--- src/rtl/prio_enc_queue.sv ---
// Sticky-pending priority encoder queue: latches request bits and serves one
// encoded index per valid/ready handshake. Define PRIO_ENC_QUEUE_RR_EN for round-robin priority.
module prio_enc_queue #(
  parameter int WIDTH = 8,
  localparam int IDX_W = $clog2(WIDTH)
) (
  input  logic             clk,
  input  logic             rst,
  input  logic [WIDTH-1:0] req_in,
  input  logic             flush,
  output logic             out_valid,
  input  logic             out_ready,
  output logic [IDX_W-1:0] out_idx,
  output logic [WIDTH-1:0] pend,
  output logic             pend_any,
  output logic             dup
);

  localparam logic [WIDTH-1:0] ONE_HOT_LSB = {{(WIDTH-1){1'b0}}, 1'b1};
  localparam logic [IDX_W-1:0] TOP_IDX     = IDX_W'(WIDTH-1);

  logic [WIDTH-1:0] pend_r;
  logic             pend_any_r;
  logic             dup_r;
  logic             out_valid_r;
  logic [IDX_W-1:0] out_idx_r;

  logic             free_s;
  logic             load_s;
  logic             grant_s;
  logic [IDX_W-1:0] sel_s;
  logic [WIDTH-1:0] gmask_s;
  logic [WIDTH-1:0] pend_next_s;
  logic             dup_next_s;
  logic             valid_next_s;

`ifdef PRIO_ENC_QUEUE_RR_EN
  logic [IDX_W-1:0] rr_ptr_r;

  // Round-robin search: candidate at offset 0 (the pointer) wins, then descending with wrap
  always_comb begin : rr_search
    int cand;
    sel_s = {IDX_W{1'b0}};
    cand  = 0;
    for (int j = WIDTH - 1; j >= 0; j--) begin
      cand  = (int'(rr_ptr_r) >= j) ? (int'(rr_ptr_r) - j) : (int'(rr_ptr_r) - j + WIDTH);
      sel_s = pend_r[IDX_W'(cand)] ? IDX_W'(cand) : sel_s;
    end
  end

  // Pointer moves just below each index actually handed to the output stage
  always_ff @(posedge clk) begin
    if (rst) begin
      rr_ptr_r <= TOP_IDX;
    end else if (grant_s) begin
      rr_ptr_r <= (sel_s == {IDX_W{1'b0}}) ? TOP_IDX : (sel_s - IDX_W'(1));
    end else begin
      rr_ptr_r <= rr_ptr_r;
    end
  end
`else
  // Fixed priority: ascending scan so the highest set index is the last to win
  always_comb begin
    sel_s = {IDX_W{1'b0}};
    for (int i = 0; i < WIDTH; i++) begin
      sel_s = pend_r[i] ? IDX_W'(i) : sel_s;
    end
  end
`endif

  // Handshake, grant mask and next-state terms
  always_comb begin
    free_s  = !out_valid_r || out_ready;
    load_s  = free_s && (|pend_r);
    grant_s = load_s && !flush;
    if (load_s) begin
      gmask_s = ONE_HOT_LSB << sel_s;
    end else begin
      gmask_s = {WIDTH{1'b0}};
    end
    if (flush) begin
      pend_next_s  = {WIDTH{1'b0}};
      dup_next_s   = 1'b0;
      valid_next_s = 1'b0;
    end else begin
      // A bit granted this cycle and re-requested stays pending without counting as dup
      pend_next_s  = (pend_r & ~gmask_s) | req_in;
      dup_next_s   = |(req_in & pend_r & ~gmask_s);
      valid_next_s = load_s || (out_valid_r && !out_ready);
    end
  end

  // State registers; reset dominates flush and every other input
  always_ff @(posedge clk) begin
    if (rst) begin
      pend_r      <= {WIDTH{1'b0}};
      pend_any_r  <= 1'b0;
      dup_r       <= 1'b0;
      out_valid_r <= 1'b0;
      out_idx_r   <= {IDX_W{1'b0}};
    end else begin
      pend_r      <= pend_next_s;
      pend_any_r  <= |pend_next_s;
      dup_r       <= dup_next_s;
      out_valid_r <= valid_next_s;
      out_idx_r   <= grant_s ? sel_s : out_idx_r;
    end
  end

  assign pend      = pend_r;
  assign pend_any  = pend_any_r;
  assign dup       = dup_r;
  assign out_valid = out_valid_r;
  assign out_idx   = out_idx_r;

endmodule

--- config.mk ---
export PLATFORM = sky130hd
export DESIGN_NAME = prio_enc_queue
export DESIGN_NICKNAME = d
export VERILOG_FILES = /design/src/rtl/prio_enc_queue.sv
export SDC_FILE = /design/constraint.sdc
export NUM_CORES = 1
export LEC_CHECK = 0
export BUFFER_PORTS_ARGS = -buffer_cell sky130_fd_sc_hd__buf_2
export CAP_MARGIN = 0
export CELL_PAD_IN_SITES_DETAIL_PLACEMENT = 0
export CELL_PAD_IN_SITES_GLOBAL_PLACEMENT = 1
export CORE_MARGIN = 4
export CORE_UTILIZATION = 31
export DETAILED_ROUTE_END_ITERATION = 8
export PLACE_DENSITY_LB_ADDON = 0.1
export REMOVE_ABC_BUFFERS = 1
export SETUP_SLACK_MARGIN = 0.2
export SYNTH_ARGS = -nofsm -noshare
export SYNTH_HDL_FRONTEND = slang
export SYNTH_SLANG_ARGS = --single-unit
--- constraint.sdc ---
create_clock -name clk -period 1.49 [get_ports clk]
set_input_delay 0.0745 -clock clk [delete_from_list [all_inputs] [get_ports clk]]
set_output_delay 0.0745 -clock clk [all_outputs]
set_load 0.03 [all_outputs]
Word level (Yosys, flattened, before mapping)
Index checks and enable logic that the tools add are counted. W data, S select, Z words.

Shifts and indexed selects: 1. Mux-type cells: 9. Bitwise gates (word level): 5. Reductions and logical operators: 12.

Operator list (number): $and A8 B8 Y8 (3); $reduce_or A8 Y1 (3); $mux W8 (2); $mux W3 (4); $not A8 Y8 (1); $or A8 B8 Y8 (1); $shl A1 B3 Y8 const A (1); $mux W2 (2); $logic_and A1 B1 Y1 (3); $logic_not A1 Y1 (3); $logic_or A1 B1 Y1 (2); $reduce_or A2 Y1 (1); $mux W1 (1).

Bits in registers: 14.

Logic depth before layout (Yosys ltp)
Gate-level depths: netlist of run 1.

Word-level depth: 14. Mapped depth: 5. Depth with buffers taken out: 4.

Worst setup path before layout of run 1
No wires, ideal clock.

Path kind: reg2reg. From: register pend_r[5] (netlist: pend[5]). To: register pend_any_r (netlist: pend_any). Library setup time: 0.137 ns. Data arrival time: 1.461 ns. Data required time: 1.353 ns. Setup slack: -0.109 ns. Cell stages (with the launch flop): 6. Clock period less this slack: 1.599 ns. Cells stage by stage: dfxtp_1 -> buf_6 -> nor4_4 -> nand3_2 -> a221oi_2 -> a41oi_1.

Word-level cells in the longest chain between the ends: 10. Elaborated cells on any way between the ends: 12.

RTL lines: from (decl) (line 22) `logic [WIDTH-1:0] pend_r;`; from (signal assigned) (line 96) `pend_r <= {WIDTH{1'b0}};`; from (signal assigned) (line 102) `pend_r <= pend_next_s;`; $mux W3 (3 in a row) (line 66) `sel_s = pend_r[i] ? IDX_W'(i) : sel_s;`; $shl A1 B3 Y8 (line 77) `gmask_s = ONE_HOT_LSB << sel_s;`; $mux W8 (line 76) `if (load_s) begin`; $not A8 Y8 (line 87) `pend_next_s = (pend_r & ~gmask_s) | req_in;`; $and A8 B8 Y8 * (line 87); $or A8 B8 Y8 * (line 87); $mux W8 * (line 81) `if (flush) begin`; $reduce_or A8 Y1 * (line 103) `pend_any_r <= |pend_next_s;`; to (signal assigned) (line 103); to (decl) (line 23) `logic pend_any_r;`.

Every way passes the cells marked *; elsewhere a longest branch is shown, timed or not. A chain may end at the register's enable or synchronous reset.

Worst setup path after layout of run 1
From: register pend_r[4] (netlist: pend[4]). To: register pend_any_r (netlist: pend_any).

Word-level cells in the longest chain between the ends: 11. Elaborated cells on any way between the ends: 13.

RTL lines (line): $mux W3 (4 in a row) (66); $shl A1 B3 Y8 (77); $mux W8 (76); $not A8 Y8 (87); $and A8 B8 Y8 * (87); $or A8 B8 Y8 * (87); $mux W8 * (81); $reduce_or A8 Y1 * (103).

Marks and branches as above.

==> flow_summary.yaml, run 1 <==
yosys:
  synth_edf_count: 0
  synth.area.mux_share_pct: 0
  synthFlopType: "dfxtp_1"
  synth-compound-area-share_pct: 26.7
  synth_simple_gate_area_share_pct: 27.2
  syn_area_per_cell_um2: 8.71
  synth_top_family_by_area: "simple AND/OR/NAND/NOR gates"
  yosys_warnings: 0
  synth_fa_ha_area_share_pct: 1.37
  synth-seq-cells: 14
  syn_inst: 84
  synth_cell_types: 33
  async_flop_share_pct: 0
  synth_xor_area_share_pct: 0
  synth_area_um2: 732
  ys_seq_area_share_pct: 38.3
power:
  p_leak_uw: 0.000491
  seqPwrFrac_pct: 42.4
  switching_share_pct: 31.7
  p_int_uw: 666
  pwr-share-clk_pct: 28.3
  pwr-share-comb_pct: 29.3
  p_per_area_nw_per_um2: 904
  peakVddDrop_mv: 0.443
  power_uw: 975
  p_sw_uw: 309
clocking:
  clk_latency_ns: 0.28
  cts-root-buf: "clkbuf_4"
  h-tree-depth: 1
  clk_pin_slew_worst_paths_ns: 0.09
  cts_made_buffers: 3
  cts_sinks: 14
  cts_tree: "yes"
  cts_buffer_depth: 2
layout:
  fin_area_um2: 1080
  synthToLayoutAreaGrowth_pct: 47.3
  nets: 137
  drive_above_1_share_pct: 50.8
  antenna_cells: 0
global_routing:
  grt.overflow.total: 0
  grt_use_total_pct: 15.5
  antenna_found_initial: 0
  grt_pass1_vias: 809
  grt_pass1_wl_mm: 3.90
  grt_start_max_net_pins: 12
sta:
  slew-limit-headroom_pct: 79.5
  worst_pin_slew_ns: 0.305
  holdWs_ns: 0.0348
  setup_violations: 0
  fin_worst_skew_ns: 0.00831
  fin_crit_ns: 1.42
  final.period_utilization_pct: 95.2
  final_hold_viol_count: 0
  rsz0062_at_grt: "yes"
  final-max-slew-violation-count: 0
  max_freq_ghz: 0.705
detailed_routing:
  wl_mm: 2.23
  vias: 807
  dr.pass1.iters: 4
  drt-initial-drc-count: 9
  ant_nets: 0
  vias_per_cell: 5.31
  route.detailed.drc: 0
  wl_per_cell_um: 14.7
status:
  status: "finished clean"
die:
  die_y_um: 56.6
  num_rows: 17
  core_region_area_um2: 2230
  start_util_pct: 32.8
  dieArea_um2: 3200
  dieWidth_um: 56.6
  ios: 26
critical_path:
  rrSetupSlack_ns: 0.07
  worstSetupPathType: "flip-flop to flip-flop"
  end_kind: "flip-flop"
  path_max_fanout: 5
  crit_cells: 5
  critPathLaunchType: "flip-flop"
  cp_top_family: "compound AO/OA/AOI/OAI gates"
  critPathMaxStageDelay_ns: 0.34
  critPathBufInv: 1
  required_ns: 1.64
  arrival_ns: 1.57
  cp_slowest_cell: "dfxtp_2"
  r2r_cells: 5
  cp_cell_sequence: "nor4_4 -> buf_6 -> nand4b_1 -> a221oi_2 -> a41oi_1"
worst_hold_path:
  min_path_type: "input port to flip-flop"
  whs_path_depth: 3
run:
  drv_cap: 0
place:
  dp_hpwl_mm: 1.66
  io_buffers: 25
  place.gp.congestion: 0.791
  post_dp_cell_area_um2: 938
[metrics by stage]
stage	utilization, %	cells	setup slack [ns]	setup TNS (ns)
6_report	48.3	152	0.0709	0
4_1_cts	46.0	151	0.0728	0
3_5_place_dp	42.0	145	0.0248	0
5_1_grt	48.3	152	0.0256	0
3_3_place_gp	42.0	145	0.0448	0
2_1_floorplan	-	81	-0.0713	-0.157
[power by group through the flow]
stage	Sequential (uW)	Combinational [uW]	Clock, uW
4_1_cts	409	266	288
2_1_floorplan	472	90.4	0
3_3_place_gp	417	241	0
5_1_grt	417	309	301
3_5_place_dp	418	242	0
6_report	413	285	276
[layer usage]
metal	GRT usage, %	vias to the layer above	share of wire [%]	wire [um]
li1	-	397	-	-
met1	21.0	382	48	1080
met2	23.4	22	46	1030
met3	2.53	6	3.7	83
met4	7.80	0	1.8	40
met5	0	-	0	0
[synth_stat cells, types with 2 or more instances]
cell type | count | share of area (%)
a21oi_1 | 10 | 6.8
a22oi_1 | 2 | 2.1
nor4_1 | 2 | 1.7
a41oi_1 | 2 | 2.4
nand3_1 | 5 | 3.4
o21ai_0 | 3 | 2.1
nor2_1 | 11 | 5.6
inv_1 | 3 | 1.5
buf_6 | 2 | 3.1
a31oi_1 | 2 | 1.7
o31ai_1 | 2 | 2.1
dfxtp_1 | 14 | 38
nand2_1 | 6 | 3.1
[sequential cells by signal, summed over array words and instances, names as in the netlist]
register / cells
pend: 8
out_idx: 3
dup: 1
out_valid: 1
pend_any: 1
[logic make-up (layout without fill, tap and decap cells)]
| logic type | Yosys count | in the layout |
|---|---|---|
| and+or+nand+nor | 35 | 35 |
| AOI/OAI and AO/OA | 28 | 28 |
| DFF | 14 | 14 |
| buffers and inverters | 6 | 46 |
| adders and majority gates | 1 | 1 |
[worst paths after layout]
kind               from          to
max             pend[4]    pend_any
min           req_in[3]     pend[3]
max reg2reg     pend[4]    pend_any
min reg2reg  out_idx[2]  out_idx[2]
[worst register-to-register path: cells and delay by family (launching register included)]
family / cells / cell delay, ns
DFF: 1 / 0.34
buffers and inverters: 1 / 0.17
AOI/OAI and AO/OA: 2 / 0.40
and+or+nand+nor: 2 / 0.39
[final cells by class]
| cell class | count | area (um^2) |
|---|---|---|
| Inverter | 3 | 11.3 |
| Timing Repair Buffer | 39 | 236 |
| Multi-Input combinational cell | 64 | 473 |
| Clock buffer | 4 | 36.3 |
| Tap cell | 28 | 35.0 |
| Sequential cell | 14 | 287 |
| Fill cell | 245 | 1150 |
[cell usage in the layout (no fill, tap or decap), drive strengths merged, types with 2 or more instances in the layout]
cell	instances
a31oi	2
inv	3
buf	38
nor2	11
nand2	6
dfxtp	14
clkbuf	4
a21oi	10
a41oi	2
nor4	3
nand3	6
nor3	2
o21ai	3
o31ai	2
a22oi	2
[timing repair]
action                     CTS  global route
hold buffers                 1             0
pin swaps                    3             2
hold endpoints to repair     3             0
gates resized for setup      8            13
setup endpoints to repair    4             7
setup buffers                1             1
(Power assumes the default switching activity.)
==> run 2: changes to the inputs <==
--- a/config.mk
+++ b/config.mk
@@ -13,6 +13,7 @@
 export CORE_UTILIZATION = 31
 export DETAILED_ROUTE_END_ITERATION = 8
 export PLACE_DENSITY_LB_ADDON = 0.1
+export RECOVER_POWER = 25
 export REMOVE_ABC_BUFFERS = 1
 export SETUP_SLACK_MARGIN = 0.2
 export SYNTH_ARGS = -nofsm -noshare
==> run 2 against run 1 <==
Compared with the run above: routed wire length is 0.63% lower; global-route usage stayed put; critical path depth stayed put; cell area is 0.70% lower; clock power hardly changed; die area stayed put; sequential power hardly changed; combinational power hardly changed; first-iteration DRC count is 11% higher; total power is 0.31% lower; non-clock buffer count stayed put; via count is 0.37% higher; largest cell class unchanged.
==> flow_summary.yaml, run 2 (synthesis results as in run 1) <==
status:
  status: "finished clean"
place:
  io_buffers: 25
  dp_hpwl_mm: 1.66
  place_ws_ns: 0.0248
  place.gp.congestion: 0.791
  post_dp_cell_area_um2: 938
sta:
  fin_worst_skew_ns: 0.00806
  setup_violations: 0
  max_freq_ghz: 0.704
  holdWs_ns: 0.0348
  rsz0062_at_grt: "yes"
  final.period_utilization_pct: 95.3
  final-max-slew-violation-count: 0
  worst_pin_slew_ns: 0.370
  setup_ws_ns: 0.0704
  fin_tns_setup_ns: 0
  slew-limit-headroom_pct: 75.4
  final_hold_viol_count: 0
  fin_crit_ns: 1.42
detailed_routing:
  dr.pass1.iters: 4
  wl_mm: 2.22
  ant_nets: 0
  vias_per_cell: 5.33
  vias: 810
  wl_per_cell_um: 14.6
  route.detailed.drc: 0
  drt-initial-drc-count: 10
global_routing:
  grt.overflow.total: 0
  grt_use_total_pct: 15.5
  grt_pass1_vias: 809
  grt_pass1_wl_mm: 3.90
  grt_start_max_net_pins: 12
  antenna_found_initial: 0
critical_path:
  path_max_fanout: 5
  worstSetupPathType: "flip-flop to flip-flop"
  arrival_ns: 1.57
  required_ns: 1.64
  end_kind: "flip-flop"
  critPathLaunchType: "flip-flop"
layout:
  drive_above_1_share_pct: 46.0
  fill_cells: 251
  layout_commonest_cell: "buf_2"
  antenna_cells: 0
  largest_reg_flops: 8
  synthToLayoutAreaGrowth_pct: 46.3
  fin_util_pct: 48.0
  fin_area_um2: 1070
  most-common-layout-cells: "buf_2, buf_4, nor2_1"
  nets: 137
clocking:
  cts-root-buf: "clkbuf_4"
  clk_latency_ns: 0.28
  cts_tree: "yes"
  cts_sinks: 14
  clk_pin_slew_worst_paths_ns: 0.09
  cts_made_buffers: 3
  h-tree-depth: 1
  cts_buffer_depth: 2
die:
  dieArea_um2: 3200
  die_y_um: 56.6
  ios: 26
  start_util_pct: 32.8
  core_region_area_um2: 2230
  dieWidth_um: 56.6
  num_rows: 17
run:
  drv_cap: 0
power:
  switching_share_pct: 31.9
  p_int_uw: 662
  pwr-share-clk_pct: 28.4
  p_per_area_nw_per_um2: 908
  peakVddDrop_mv: 0.442
  pwr-share-comb_pct: 29.0
  seqPwrFrac_pct: 42.6
  p_leak_uw: 0.000467
  p_sw_uw: 310
worst_hold_path:
  min_path_type: "input port to flip-flop"
## run 2: cell count changes in the layout (fill, tap and decap cells not counted), sizes merged
cell / previous run / this run
clkbuf: 4 / 10
buf: 38 / 32
## run 2: final timing paths
path | start | end | slack [ns] | cells after the start
setup reg to reg | pend[4] | pend_any | 0.07 | 5
hold reg to reg | out_idx[2] | out_idx[2] | 0.48 | 2
hold / removal | req_in[3] | pend[3] | 0.03 | 3
setup / recovery | pend[4] | pend_any | 0.07 | 5
## run 2: worst max-delay path, stage by stage, from the launching register on
cell,delay (ns)
dfxtp_2,0.34
nor4_4,0.27
buf_6,0.17
nand4b_1,0.12
a221oi_2,0.26
a41oi_1,0.14
## run 2: cell type report
cell class	instances	area, um^2	area share (%)
Clock buffer	4	36.3	3.39
Multi-Input combinational cell	64	473	44.2
Tap cell	28	35.0	3.27
Sequential cell	14	287	26.8
Timing Repair Buffer	39	229	21.4
Inverter	3	11.3	1.05
## run 2: through the flow
step                total power, uW  cells
finish                          972    152
detailed placement              660    145
floorplan                       563     81
global route                   1020    152
global placement                658    145
CTS                             963    151
## run 2: power groups by stage
stage / combinational (uW) / sequential [uW] / clock [uW]
global route: 306 / 417 / 301
CTS: 266 / 409 / 288
floorplan: 90.4 / 472 / 0
finish: 282 / 414 / 277
global placement: 241 / 417 / 0
detailed placement: 242 / 418 / 0
## run 2: repair_timing
item / in CTS / in global routing
hold endpoints to repair: 3 / 0
resized for setup: 8 / 13
buffers inserted: 1 / 1
hold buffers: 1 / 0
endpoints found under the setup margin: 4 / 7
pin swaps: 3 / 2
## run 2: per-layer routing
metal,global-route usage (%),part of all wire [%],vias to the layer above
li1,-,-,398
met1,21.0,49,386
met2,23.4,46,20
met3,2.53,3.6,6
met4,7.80,1.8,0
met5,0,0,-
==> run 3: changes to the inputs <==
--- a/config.mk
+++ b/config.mk
@@ -5,12 +5,12 @@
 export SDC_FILE = /design/constraint.sdc
 export NUM_CORES = 1
 export LEC_CHECK = 0
-export BUFFER_PORTS_ARGS = -buffer_cell sky130_fd_sc_hd__buf_2
+export BUFFER_PORTS_ARGS = -buffer_cell sky130_fd_sc_hd__clkbuf_2
 export CAP_MARGIN = 0
 export CELL_PAD_IN_SITES_DETAIL_PLACEMENT = 0
 export CELL_PAD_IN_SITES_GLOBAL_PLACEMENT = 1
 export CORE_MARGIN = 4
-export CORE_UTILIZATION = 31
+export CORE_UTILIZATION = 37
 export DETAILED_ROUTE_END_ITERATION = 8
 export PLACE_DENSITY_LB_ADDON = 0.1
 export RECOVER_POWER = 25
==> constraint.sdc (replaced) <==
create_clock -name clk -period 1.75 [get_ports clk]
set_input_delay 0.0875 -clock clk [delete_from_list [all_inputs] [get_ports clk]]
set_output_delay 0.0875 -clock clk [all_outputs]
set_load 0.03 [all_outputs]
==> run 3 against run 2 <==
Compared with the run above: fmax decreased by 7.4%; total power down 24%; via count shrank 4.3%; combinational power decreased by 29%; routed wire length fell by 9.7%; critical path depth down 1; non-clock buffer count down 4; sequential power fell by 15%; first-iteration DRC count rose to 3.2 times the previous value; register-to-register slack improved by 0.15 ns; highest routed layer unchanged; critical endpoint unchanged; global-route usage increased by 0.32 points; hold slack got worse by 0.022 ns; critical path type unchanged.
==> flow_summary.yaml, run 3 (synthesis results as in run 1) <==
clocking:
  clk_latency_ns: 0.28
  cts_made_buffers: 3
  cts_tree: "yes"
  cts_buffer_depth: 2
  h-tree-depth: 1
  holdBufCountCts: 0
  cts-root-buf: "clkbuf_4"
  clk_pin_slew_worst_paths_ns: 0.08
  cts_sinks: 14
layout:
  nets: 133
  fill_cells: 201
  synthToLayoutAreaGrowth_pct: 31.1
  drive_above_1_share_pct: 36.1
  most-common-layout-cells: "clkbuf_2, dfxtp_1, nor2_1"
  largest_reg_flops: 8
  layout_commonest_cell: "clkbuf_2"
  antenna_cells: 0
sta:
  slew-limit-headroom_pct: 67.9
  final.period_utilization_pct: 87.6
  fin_crit_ns: 1.53
  final_hold_viol_count: 0
  rsz0062_at_grt: "yes"
  fin_tns_setup_ns: 0
  fin_worst_skew_ns: 0.00257
  worst_pin_slew_ns: 0.479
  holdWs_ns: 0.0127
  max_freq_ghz: 0.652
  setup_violations: 0
  final-max-slew-violation-count: 0
die:
  ios: 26
  dieWidth_um: 52.5
  die_y_um: 52.5
  start_util_pct: 40.6
  core_region_area_um2: 1800
  dieArea_um2: 2750
  num_rows: 15
status:
  status: "finished clean"
power:
  seqPwrFrac_pct: 47.8
  p_leak_uw: 0.000418
  pwr-share-clk_pct: 25.0
  p_per_area_nw_per_um2: 770
  switching_share_pct: 33.1
  pwr-share-comb_pct: 27.2
  p_int_uw: 494
  p_sw_uw: 245
  peakVddDrop_mv: 0.423
critical_path:
  required_ns: 1.90
  worstSetupPathType: "flip-flop to flip-flop"
  rrSetupSlack_ns: 0.22
  path_max_fanout: 6
  r2r-start: "pend[4]"
  r2r_end: "pend_any"
  end_kind: "flip-flop"
  arrival_ns: 1.68
  r2r_cells: 4
  critPathLaunchType: "flip-flop"
detailed_routing:
  vias: 775
  dr.pass1.iters: 4
  ant_nets: 0
  drt-initial-drc-count: 32
  vias_per_cell: 5.38
  wl_mm: 2.00
  route.detailed.drc: 0
  wl_per_cell_um: 13.9
global_routing:
  grt_pass1_wl_mm: 3.17
  grt_pass1_vias: 692
  grt_use_total_pct: 15.8
  antenna_found_initial: 0
  grt.overflow.total: 0
  grt_start_max_net_pins: 12
worst_hold_path:
  whs_endpoint: "out_idx[2]"
  whs_path_depth: 2
  hp-start: "rst"
  min_path_type: "input port to flip-flop"
place:
  place.gp.congestion: 0.789
  io_buffers: 25
  dp_hpwl_mm: 1.49
run:
  drv_cap: 0
## run 3: critical path, stage by stage (launching register included)
cell,delay [ns]
dfxtp_4,0.36
nor4_4,0.44
nand3_2,0.16
a221oi_2,0.30
a41oi_1,0.14
## run 3: stage by stage
| step | utilization (%) | cells | setup slack [ns] | cell area, um^2 | power (uW) |
|---|---|---|---|---|---|
| 2_1_floorplan | - | 81 | 0.189 | 696 | 479 |
| 3_3_place_gp | 49.4 | 136 | 0.205 | 890 | 546 |
| 3_5_place_dp | 49.4 | 136 | 0.118 | 890 | 547 |
| 4_1_cts | 51.1 | 140 | 0.219 | 921 | 735 |
| 5_1_grt | 53.3 | 144 | 0.148 | 960 | 780 |
| 6_report | 53.3 | 144 | 0.217 | 960 | 739 |
## run 3: worst max-delay path by stage
stage,from,endpoint,slack (ns),depth (start not counted)
3_5_place_dp,pend[4],pend_any,0.12,4
5_1_grt,pend[3],out_idx[0],0.15,4
3_3_place_gp,pend[4],pend_any,0.20,4
4_1_cts,pend[6],pend_any,0.22,4
6_report,pend[4],pend_any,0.22,4
2_1_floorplan,pend[4],pend_any,0.19,4
## run 3: final cells by class
cell class / instances / area, um^2 / share of cell area, %
multi-input combinational: 64 / 419 / 43.7
timing repair buffer: 35 / 191 / 19.9
tap: 25 / 31.3 / 3.26
inverter: 3 / 11.3 / 1.17
sequential: 14 / 284 / 29.6
clock buffer: 3 / 22.5 / 2.35
## run 3: power by group through the flow
stage	logic (uW)	registers (uW)	clock network, uW
after global routing	219	356	205
after floorplan	77.0	402	0
after CTS	190	355	191
final	201	353	185
after detailed placement	185	362	0
after global placement	185	361	0
## run 3: routing by layer
metal | global-route usage, % | up-vias | wire, um
li1 | - | 389 | -
met4 | 6.38 | 0 | 14
met5 | 0 | - | 0
met2 | 24.6 | 20 | 952
met3 | 3.42 | 2 | 100
met1 | 21.0 | 364 | 935
## run 3: what timing repair did
action / CTS / global route
resized for setup: 1 / 4
cloned: 0 / 0
pin swaps: 2 / 6
setup buffers: 1 / 4
setup endpoints to repair: 2 / 4
